[src/rtl/fetch_unit.sv]
// ==== fetch_unit: PC, in-order imem requests, instruction queue to decoder; rev 1.0 ====
// ==== Optional FETCH_PERF_EN macro adds the saturating bubble_cnt output.           ====
`default_nettype none

module fetch_unit #(
  parameter logic [31:0] RESET_PC = 32'h0000_0000,
  parameter int          QDEPTH   = 2
) (
  input  logic        clk,
  input  logic        rst_n,
  output logic        imem_req_valid,
  input  logic        imem_req_ready,
  output logic [31:0] imem_req_addr,
  input  logic        imem_rsp_valid,
  input  logic [31:0] imem_rsp_data,
  input  logic        redirect,
  input  logic [31:0] redirect_pc,
  output logic [31:0] instr,
  output logic [31:0] instr_pc,
  output logic        instr_valid,
  input  logic        instr_ready
`ifdef FETCH_PERF_EN
  ,
  output logic [31:0] bubble_cnt
`endif
);

  localparam int          c_ptr_w  = (QDEPTH > 1) ? $clog2(QDEPTH) : 1;
  localparam int          c_cnt_w  = $clog2(QDEPTH + 1);
  localparam logic [31:0] c_nop    = 32'h0000_0013;
  localparam logic [c_cnt_w:0] c_credit = (c_cnt_w + 1)'(QDEPTH);

  logic [31:0]        pc_q, pc_d;
  logic [31:0]        q_data_q [QDEPTH];
  logic [31:0]        q_data_d [QDEPTH];
  logic [31:0]        q_pc_q   [QDEPTH];
  logic [31:0]        q_pc_d   [QDEPTH];
  logic [31:0]        inf_pc_q [QDEPTH];
  logic [31:0]        inf_pc_d [QDEPTH];
  logic [c_ptr_w-1:0] head_q, head_d, tail_q, tail_d;
  logic [c_ptr_w-1:0] inf_head_q, inf_head_d, inf_tail_q, inf_tail_d;
  logic [c_cnt_w-1:0] count_q, count_d;
  logic [c_cnt_w-1:0] outstanding_q, outstanding_d;
  logic [c_cnt_w-1:0] drop_q, drop_d;

  logic               w_req_fire;
  logic               w_pop;
  logic               w_rsp_keep;
  logic [c_cnt_w:0]   w_used;
  logic [c_cnt_w-1:0] w_req_inc, w_rsp_dec, w_keep_inc, w_pop_dec;

  // Credit covers both queued words and in-flight requests, so the queue cannot overflow.
  assign w_used         = {1'b0, count_q} + {1'b0, outstanding_q};
  assign imem_req_valid = rst_n && !redirect && (w_used < c_credit);
  assign imem_req_addr  = pc_q;

  assign instr_valid = (count_q != '0);
  assign instr       = instr_valid ? q_data_q[head_q] : c_nop;
  assign instr_pc    = instr_valid ? q_pc_q[head_q]   : 32'h0000_0000;

  assign w_req_fire = imem_req_valid && imem_req_ready;
  assign w_pop      = instr_valid && instr_ready;
  assign w_rsp_keep = imem_rsp_valid && (drop_q == '0);

  assign w_req_inc  = {{(c_cnt_w-1){1'b0}}, w_req_fire};
  assign w_rsp_dec  = {{(c_cnt_w-1){1'b0}}, imem_rsp_valid};
  assign w_keep_inc = {{(c_cnt_w-1){1'b0}}, w_rsp_keep};
  assign w_pop_dec  = {{(c_cnt_w-1){1'b0}}, w_pop};

  always_comb begin
    pc_d          = pc_q;
    q_data_d      = q_data_q;
    q_pc_d        = q_pc_q;
    inf_pc_d      = inf_pc_q;
    head_d        = head_q;
    tail_d        = tail_q;
    inf_head_d    = inf_head_q;
    inf_tail_d    = inf_tail_q;
    count_d       = count_q;
    drop_d        = drop_q;
    outstanding_d = outstanding_q + w_req_inc - w_rsp_dec;

    if (w_req_fire) begin
      inf_pc_d[inf_tail_q] = pc_q;
      inf_tail_d           = inf_tail_q + 1'b1;
      pc_d                 = pc_q + 32'd4;
    end
    if (imem_rsp_valid) begin
      inf_head_d = inf_head_q + 1'b1;
    end

    if (redirect) begin
      // Every request still outstanding after this edge belongs to the old stream.
      head_d  = '0;
      tail_d  = '0;
      count_d = '0;
      pc_d    = redirect_pc & ~32'h0000_0003;
      drop_d  = outstanding_d;
    end else begin
      if (w_rsp_keep) begin
        q_data_d[tail_q] = imem_rsp_data;
        q_pc_d[tail_q]   = inf_pc_q[inf_head_q];
        tail_d           = tail_q + 1'b1;
      end else if (imem_rsp_valid) begin
        drop_d = drop_q - 1'b1;
      end
      if (w_pop) begin
        head_d = head_q + 1'b1;
      end
      count_d = count_q + w_keep_inc - w_pop_dec;
    end
  end

  always_ff @(posedge clk or negedge rst_n) begin
    if (!rst_n) begin
      pc_q          <= RESET_PC;
      head_q        <= '0;
      tail_q        <= '0;
      inf_head_q    <= '0;
      inf_tail_q    <= '0;
      count_q       <= '0;
      outstanding_q <= '0;
      drop_q        <= '0;
      for (int i = 0; i < QDEPTH; i++) begin
        q_data_q[i] <= '0;
        q_pc_q[i]   <= '0;
        inf_pc_q[i] <= '0;
      end
    end else begin
      pc_q          <= pc_d;
      head_q        <= head_d;
      tail_q        <= tail_d;
      inf_head_q    <= inf_head_d;
      inf_tail_q    <= inf_tail_d;
      count_q       <= count_d;
      outstanding_q <= outstanding_d;
      drop_q        <= drop_d;
      q_data_q      <= q_data_d;
      q_pc_q        <= q_pc_d;
      inf_pc_q      <= inf_pc_d;
    end
  end

`ifdef FETCH_PERF_EN
  logic [31:0] bubble_cnt_q, bubble_cnt_d;

  // Counts decoder-starved cycles; redirect does not touch it.
  always_comb begin
    bubble_cnt_d = bubble_cnt_q;
    if (instr_ready && !instr_valid && (bubble_cnt_q != 32'hFFFF_FFFF)) begin
      bubble_cnt_d = bubble_cnt_q + 32'd1;
    end
  end

  always_ff @(posedge clk or negedge rst_n) begin
    if (!rst_n) begin
      bubble_cnt_q <= '0;
    end else begin
      bubble_cnt_q <= bubble_cnt_d;
    end
  end

  assign bubble_cnt = bubble_cnt_q;
`endif

endmodule

`default_nettype wire

[config.mk]
export PLATFORM = sky130hd
export DESIGN_NAME = fetch_unit
export DESIGN_NICKNAME = d
export VERILOG_FILES = /design/src/rtl/fetch_unit.sv
export SDC_FILE = /design/constraint.sdc
export NUM_CORES = 1
export LEC_CHECK = 0
export CAP_MARGIN = 20
export CORE_AREA = 2 2 190 192
export CTS_CLUSTER_DIAMETER = 50
export CTS_CLUSTER_SIZE = 40
export DETAILED_ROUTE_END_ITERATION = 10
export DIE_AREA = 0 0 192 194
export PLACE_DENSITY = 0.6
export SLEW_MARGIN = 20
export SYNTH_ARGS = -nofsm -noshare
export SYNTH_HDL_FRONTEND = slang
export SYNTH_SLANG_ARGS = --single-unit
[constraint.sdc]
create_clock -name clk -period 2.3 [get_ports clk]
set_input_delay 0.23 -clock clk [delete_from_list [all_inputs] [get_ports clk]]
set_output_delay 0.23 -clock clk [all_outputs]
set_load 0.05 [all_outputs]
* Word-level counts from Yosys, hierarchy flattened
Index checks and enable logic that the tools add are counted.
Storage, ports and cells: bits of input ports 70, output and inout port bits 98, register bits after elaboration 234, word-level logic and storage cells 82
Operators by class: add/subtract/negate cells 11, equal/unequal tests 1, mux-type cells 28, $lt $le $gt $ge 7, bitwise logic cells 5, reduce and logical (&&, ||, !) cells 16
Operator list (count):
- 32-bit two-way mux | 15
- 64-bit bitwise mux | 3
- 32-bit demux with 1-bit select | 2
- 32-bit by 3-bit adder with 32-bit output, second input constant | 1
- 2-bit nonzero test | 5
- 2-bit >= comparator, second input constant | 4
- 2-bit two-way mux | 4
- 1-bit NOT with 2-bit output | 4
- 1-bit logical AND | 7
- 1-bit adder, second input constant | 4
- 2-bit by 1-bit adder with 2-bit output | 2
- 2-bit by 1-bit < comparator with 1-bit output, second input constant | 2
- 1-bit two-way mux | 4
- 2-bit AND reduction | 2
- 2-bit by 1-bit subtractor with 2-bit output | 2
- 2-bit by 2-bit adder with 3-bit output | 1
- 3-bit by 2-bit < comparator with 1-bit output, second input constant | 1
- 2-bit logical NOT | 1
- 2-bit inequality test, second input constant | 1
- 2-bit by 1-bit subtractor with 2-bit output, second input constant | 1
- 1-bit logical NOT | 1
- 1-bit NOT | 1

* Logic depth before layout (Yosys ltp)
Gate-level depths: netlist (run 1).
word-level depth 7, depth in mapped cells 11, gate-level depth less buffers 11

* Worst setup path after synthesis (run 1)
No wires, ideal clock.
path kind flip-flop to output port, from register outstanding_q[0], to output imem_req_valid, data arrival time 2.634 ns, required time 2.070 ns, buffers on the path 0, slack -0.564 ns, stages on the path, launching flop included 4, cell sequence dfrtp_1 > and2_1 > fa_1 > nor4b_1
On the way: cells in the longest elaborated chain, start to end 3
RTL lines:
- start: declaration | line 43 | logic [c_cnt_w-1:0] outstanding_q, outstanding_d;
- start signal: assignment | line 136 | outstanding_q <= outstanding_d;
- 2-bit by 2-bit adder with 3-bit output | line 53 | assign w_used = {1'b0, count_q} + {1'b0, outstanding_q};
- 3-bit by 2-bit < comparator with 1-bit output | line 54 | assign imem_req_valid = rst_n && !redirect && (w_used < c_credit);
- 1-bit logical AND | line 54
- end: declaration | line 11 | output logic imem_req_valid,
No other way between the ends.

* Worst setup path after layout (run 1)
Same ends and word-level chain as after synthesis.

==> results.md, run 1 <==
* TritonCTS Sinks at 224
* Post-synth EDFFs at 0
* Crit-path max FO at 2
* Leading cell type in the layout, fill and taps excluded: dfrtp_1
* P_leak at 0.006345 uW
* Largest net degree at the start of global routing at 158
* Number of global-route vias before repair at 7999
* CTS tree: yes
* Setup violations, final at 62
* Placed instance count at 1520
* Most frequent cells in the layout: dfrtp_1, nor2_1, mux2i_1, mux2_2, clkdlybuf4s50_1
* Critical Path AT at 2.23 ns
* Layout fillers at 3416
* Top_reg_cell synth: dfrtp_1
* Mapped Area at 10390 um^2
* Clock latency on the worst-skew pair at 0.56 ns
* Non-filler cells, final at 1595
* Core ar. at 35220 um^2
* Total wire length at 27.84 mm
* Worst hold margin at 0.09232 ns
* All-Layer GR Usage at 0.1500
* Fraction of layout cells with a size suffix above 1 at 0.3131
* Post-synth top area share at 0.5394
* Synth area leader: dfrtp_1
* Drt wl/cell at 17.45 um
* Post-Syn Area per Cell at 11.46 um^2
* Crit. End Element: output pin
* Horiz. Die Dim at 192 um
* Fin crit share at 1.070
* Fin area at 14680 um^2
* Root buf cell: clkbuf_16
* Global route overflow at 0
* Mapped Cells at 907
* WS Path Type: reg -> out
* Relative slew margins at 0.4382
* CP required at 2.07 ns
* Cts bufs inserted at 29
* Final min period at 2.460 ns
* Count of cell types in the netlist at 45
* Final slew viol count at 0
* Initial Util at 0.2950
* Dpl cell area at 13100 um^2
* Failing checks: setup timing
* Startpoint Class: flop
* Status: finished with violations
* Least-Margin Pin Slew at 0.8428 ns
* Register area share after synthesis at 0.5394
* I/O Pins at 168
* Post-synthesis register bit count at 224
* Global-route wire length before repair at 44.51 mm
* Async SR Flop Fraction at 1.000
* First DRT Iteration DRCs at 415
* Synth warn at 0
* Fin. Hold Viols at 0
* CTS H-tree lvls at 1
* Max Cap Viol at 0
* Drt first pass iters at 4
* Clk slew on worst S/H paths at 0.07 ns
* Final core occ at 0.4167
* Row count at 69
* Setup Skew at 0.03018 ns
* Initial antenna violation count at 0
* Die area at 37250 um^2
* Max clock buf depth at 3
* Gpl congestion at 0.8075
* Area Growth Syn to Fin at 41.23%
* DP HPWL at 18.42 mm
* Nets at 1188
* Die height at 194 um
* Top cells by area, synth: dfrtp_1, mux2_2, mux2i_1
* Max frequency at 0.4065 GHz
* Min-delay worst type: in -> async
* Setup ws final at -0.1603 ns
* Average vias per placed instance at 4.836
* PortBufs at 161
* Diodes inserted at 0
* Multi-input gate area at 4756 um^2
* RSZ-0062 raised after global routing: yes
* Remaining DRCs at 0
* ANT nets after route at 0
* Vias post-DR at 7713
* Worst vdd ir at 0.7355 mV
* PwrDens at 1383 nW/um^2
* Seq. cell area at 5610 um^2
[flip-flops by register name, summed over array words and instances, names as in the netlist]
name and count:
count_q 2, drop_q 2, head_q 1, imem_req_addr 30
inf_head_q 1, inf_pc_q 60, inf_tail_q 1, outstanding_q 2
q_data_q 64, q_pc_q 60, tail_q 1
[what timing repair did]
item	4_1_cts	5_1_grt
hold endpoints to repair	224	0
hold buffers	1	0
setup buffers	13	9
pin swaps	18	22
resized for setup	68	23
gates cloned	3	0
endpoints found under the setup margin	120	55
[layout make-up]
cell class,count,area share
sequential,224,0.3822
tap,461,0.03930
clock inverter,24,0.01858
multi-input combinational,613,0.3240
timing repair buffer,235,0.1834
inverter,8,0.002046
clock buffer,30,0.05038
[metal layers]
metal | share of wire | vias up | GRT usage | routed length (um)
met3 | 0.055 | 33 | 0.02516 | 1538
li1 | - | 3622 | - | -
met5 | 0 | - | 0 | 0
met1 | 0.45 | 3876 | 0.2067 | 12450
met2 | 0.48 | 182 | 0.2484 | 13380
met4 | 0.017 | 0 | 0.02997 | 461
[power breakdown]
group	internal, uW	leakage, uW	switching [uW]	total (uW)
Clock	2520	0.000494	2090	4620
Sequential	5560	0.00278	957	6520
Combinational	4250	0.00307	4910	9160
[final timing paths]
kind	slack, ns	end	startpoint	depth (start not counted)
worst max-delay path	-0.16	imem_req_valid	outstanding_q[0]	5
worst min-delay path	0.09	inf_pc_q[36]	rst_n	2
worst max register to register	-0.15	imem_req_addr[16]	outstanding_q[0]	8
worst min register to register	0.48	q_pc_q[5]	q_pc_q[5]	2
max in group asynchronous	1.13	head_q	rst_n	3
min in group clk	0.22	imem_req_addr[10]	redirect	4
[per-stage QoR]
stage | setup TNS [ns] | power (uW) | setup WS [ns]
3_5_place_dp | -7.182 | 15380 | -0.1791
3_3_place_gp | -5.156 | 15190 | -0.1386
4_1_cts | -1.558 | 20520 | -0.1770
5_1_grt | -7.302 | 21490 | -0.2075
6_report | -3.846 | 20290 | -0.1603
2_1_floorplan | -0.2007 | 11940 | -0.1253
[worst max-delay path, cell delays in order (launching register included)]
cell	delay, ns
dfrtp_1	0.38
and2_4	0.16
fa_1	0.45
buf_4	0.16
nor4b_4	0.34
buf_12	0.19
[cells in the mapped netlist (all sizes together) (10+ instances only)]
| cell | instances |
|---|---|
| dfrtp | 224 |
| mux2 | 123 |
| nor2 | 107 |
| mux2i | 93 |
| nand2 | 65 |
| o21ai | 44 |
| buf | 38 |
| a21oi | 32 |
| clkbuf | 25 |
| nand3 | 19 |
| nand4 | 16 |
| or4 | 14 |
| o31ai | 13 |
| a31oi | 10 |
| xnor2 | 10 |
[cell families (layout without fill, tap and decap cells)]
logic type      Yosys count  in the layout  synth area share
simple gates            258            258            0.1180
flops                   224            224            0.5394
mux                     216            216            0.2229
compound gates          110            110           0.06056
buf+inv                  73            297           0.03455
xor+xnor                 18             18           0.01517
fa+ha+maj                 7              7          0.009150
other cells               1              4         0.0003608
No activity file was read; power rests on OpenSTA's default activity.
==> run 2, diff against run 1 <==
--- a/config.mk
+++ b/config.mk
@@ -11,7 +11,8 @@
 export CTS_CLUSTER_SIZE = 40
 export DETAILED_ROUTE_END_ITERATION = 10
 export DIE_AREA = 0 0 192 194
-export PLACE_DENSITY = 0.6
+export DONT_BUFFER_PORTS = 1
+export PLACE_DENSITY = 0.54
 export SLEW_MARGIN = 20
 export SYNTH_ARGS = -nofsm -noshare
 export SYNTH_HDL_FRONTEND = slang
==> results.md, run 2 (synthesis gave the netlist of run 1 again) <==
* Status: finished with violations
* Failing checks: hold timing, setup timing
* Final core occ at 0.4060 (-0.01073)
* I/O Pins at 168 (unchanged)
* Dpl cell area at 11740 um^2 (-10%)
* CP startpoint: outstanding_q[0]
* Core ar. at 35220 um^2 (unchanged)
* Startpoint Class: flop
* CTS tree: yes
* Fin. Hold Viols at 224 (+224)
* Nets at 1180 (-0.67%)
* Initial antenna violation count at 1 (+1)
* Cts bufs inserted at 29 (unchanged)
* Max frequency at 0.4053 GHz (-0.28%)
* Crit path largest cell delay at 0.45 ns (about the same)
* Initial Util at 0.2950 (unchanged)
* First DRT Iteration DRCs at 368 (-11%)
* Drt first pass iters at 4 (unchanged)
* CP required at 2.73 ns (+0.66 ns)
* Fin crit share at 1.073 (+0.003010)
* P_leak at 0.006253 uW (-1.5%)
* Largest net degree at the start of global routing at 228 (+44%)
* Most frequent cells in the layout: dfrtp_1, buf_4, nor2_1
* DP HPWL at 18.04 mm (-2.0%)
* All-Layer GR Usage at 0.1544 (+0.004424)
* Min-delay worst type: in -> async
* ANT nets after route at 0 (unchanged)
* Gpl congestion at 0.7572 (-6.2%)
* Global-route wire length before repair at 45.31 mm (+1.8%)
* Vias post-DR at 7648 (-0.84%)
* Total Power at 19880 uW (-2.0%)
* Horiz. Die Dim at 192 um (unchanged)
* Clock latency on the worst-skew pair at 0.55 ns (about the same)
* Max clock buf depth at 3 (unchanged)
* Row count at 69 (unchanged)
* CTS H-tree lvls at 1 (unchanged)
* Worst path cell trace: and2_4 -> fa_1 -> and4bb_4 -> buf_12 -> buf_6 -> nand3_4 -> buf_12 -> buf_12 -> mux2_4
* Clk slew on worst S/H paths at 0.06 ns (about the same)
* FF-to-FF setup slack at -0.17 ns (-0.02 ns)
* Relative slew margins at 0.5380 (+0.09983)
* Average vias per placed instance at 4.822 (-0.28%)
* Crit-path max FO at 7 (+5)
* Worst vdd ir at 0.8535 mV (+16%)
* WS Path Type: reg -> reg
* # hold bufs at CTS at 66 (+65)
* Fin area at 14300 um^2 (-2.6%)
* Area Growth Syn to Fin at 37.60%
* Setup ws final at -0.1672 ns (-0.006923 ns)
* Total wire length at 29.21 mm (+4.9%)
* Remaining DRCs at 0 (unchanged)
* Root buf cell: clkbuf_16
* Final min period at 2.467 ns (+0.006923 ns)
* Setup Skew at 0.01395 ns (-0.01623 ns)
* PwrDens at 1390 nW/um^2 (+0.57%)
* Place WS at -0.1704 ns (+0.008697 ns)
* Die height at 194 um (unchanged)
* Leading cell type in the layout, fill and taps excluded: dfrtp_1
* PortBufs at 0 (-100%)
* Setup violations, final at 79 (+27%)
* Reg2reg end: inf_pc_q[4]
* CP max stage cell: fa_1
* Fraction of layout cells with a size suffix above 1 at 0.3416 (+0.02859)
* Crit. End Element: flop
* Max Cap Viol at 0 (unchanged)
* Top Registers: q_data_q x64, inf_pc_q x60, q_pc_q x60
* RR Startpoint: outstanding_q[0]
* Global route overflow at 0 (unchanged)
* TritonCTS Sinks at 224 (unchanged)
* Number of flip-flops in the largest register at 64 (unchanged)
* RSZ-0062 raised after global routing: yes
* Least-Margin Pin Slew at 0.6930 ns (-0.1497 ns)
* Final slew viol count at 0 (unchanged)
* Largest register by flop count: q_data_q
* Number of global-route vias before repair at 7796 (-2.5%)
* Worst hold margin at -0.6247 ns (-0.7170 ns)
* Drt wl/cell at 18.42 um (+5.5%)
* Cells on worst reg2reg path at 9 (+1)
* Critical Path AT at 2.90 ns (+0.67 ns)
* Die area at 37250 um^2 (unchanged)
* Most frequent CP cell: buf_12
[run 2: power by group]
| group | internal [uW] | switching, uW | total (uW) |
|---|---|---|---|
| Combinational | 3900 | 4940 | 8840 |
| Clock | 2620 | 1930 | 4550 |
| Sequential | 5560 | 924 | 6490 |
| Total | 12100 | 7800 | 19900 |
[run 2: routing by layer]
metal,vias up,share of wire,GRT usage
li1,3605,-,-
met1,3811,0.45,0.2091
met2,189,0.47,0.2480
met3,43,0.066,0.03873
met4,0,0.020,0.03591
met5,-,0,0
[run 2: timing repair]
action / CTS / global route
setup buffers: 14 / 16
endpoints found under the hold margin: 326 / 224
cloned: 5 / 4
resized for setup: 75 / 67
endpoints found under the setup margin: 114 / 114
pin swaps: 17 / 13
[run 2: per-stage QoR]
step	instances	setup TNS [ns]
2_1_floorplan	910	-0.2007
3_3_place_gp	1434	-6.447
3_5_place_dp	1434	-7.925
4_1_cts	1570	-4.364
5_1_grt	1585	-14.31
6_report	1586	-7.965
[run 2: how the worst max path moves through the flow]
stage                   endpoint  slack (ns)  cells past startpoint
2_1_floorplan          drop_q[1]       -0.13                     11
3_3_place_gp           drop_q[1]       -0.17                     11
3_5_place_dp   imem_req_addr[28]       -0.17                      7
4_1_cts           imem_req_valid       -0.13                      5
5_1_grt           imem_req_valid       -0.23                      5
6_report             inf_pc_q[4]       -0.17                      9
[run 2: final cells by class]
type                       count  area, um^2
inverter                       8       30.03
multi-input combinational    613        4818
tap                          461       576.8
sequential                   224        5610
antenna                        1       2.502
clock inverter                22       250.2
clock buffer                  30       729.5
fill                        3405       20920
timing repair buffer         227        2282
[run 2: critical path: cells and delay by family (launching register included)]
| family | cells | cell delay (ns) |
|---|---|---|
| adder cells (fa/ha/maj) | 1 | 0.45 |
| multiplexers | 1 | 0.29 |
| AND/OR/NAND/NOR | 3 | 0.68 |
| flip-flops | 1 | 0.39 |
| buffers and inverters | 4 | 0.56 |
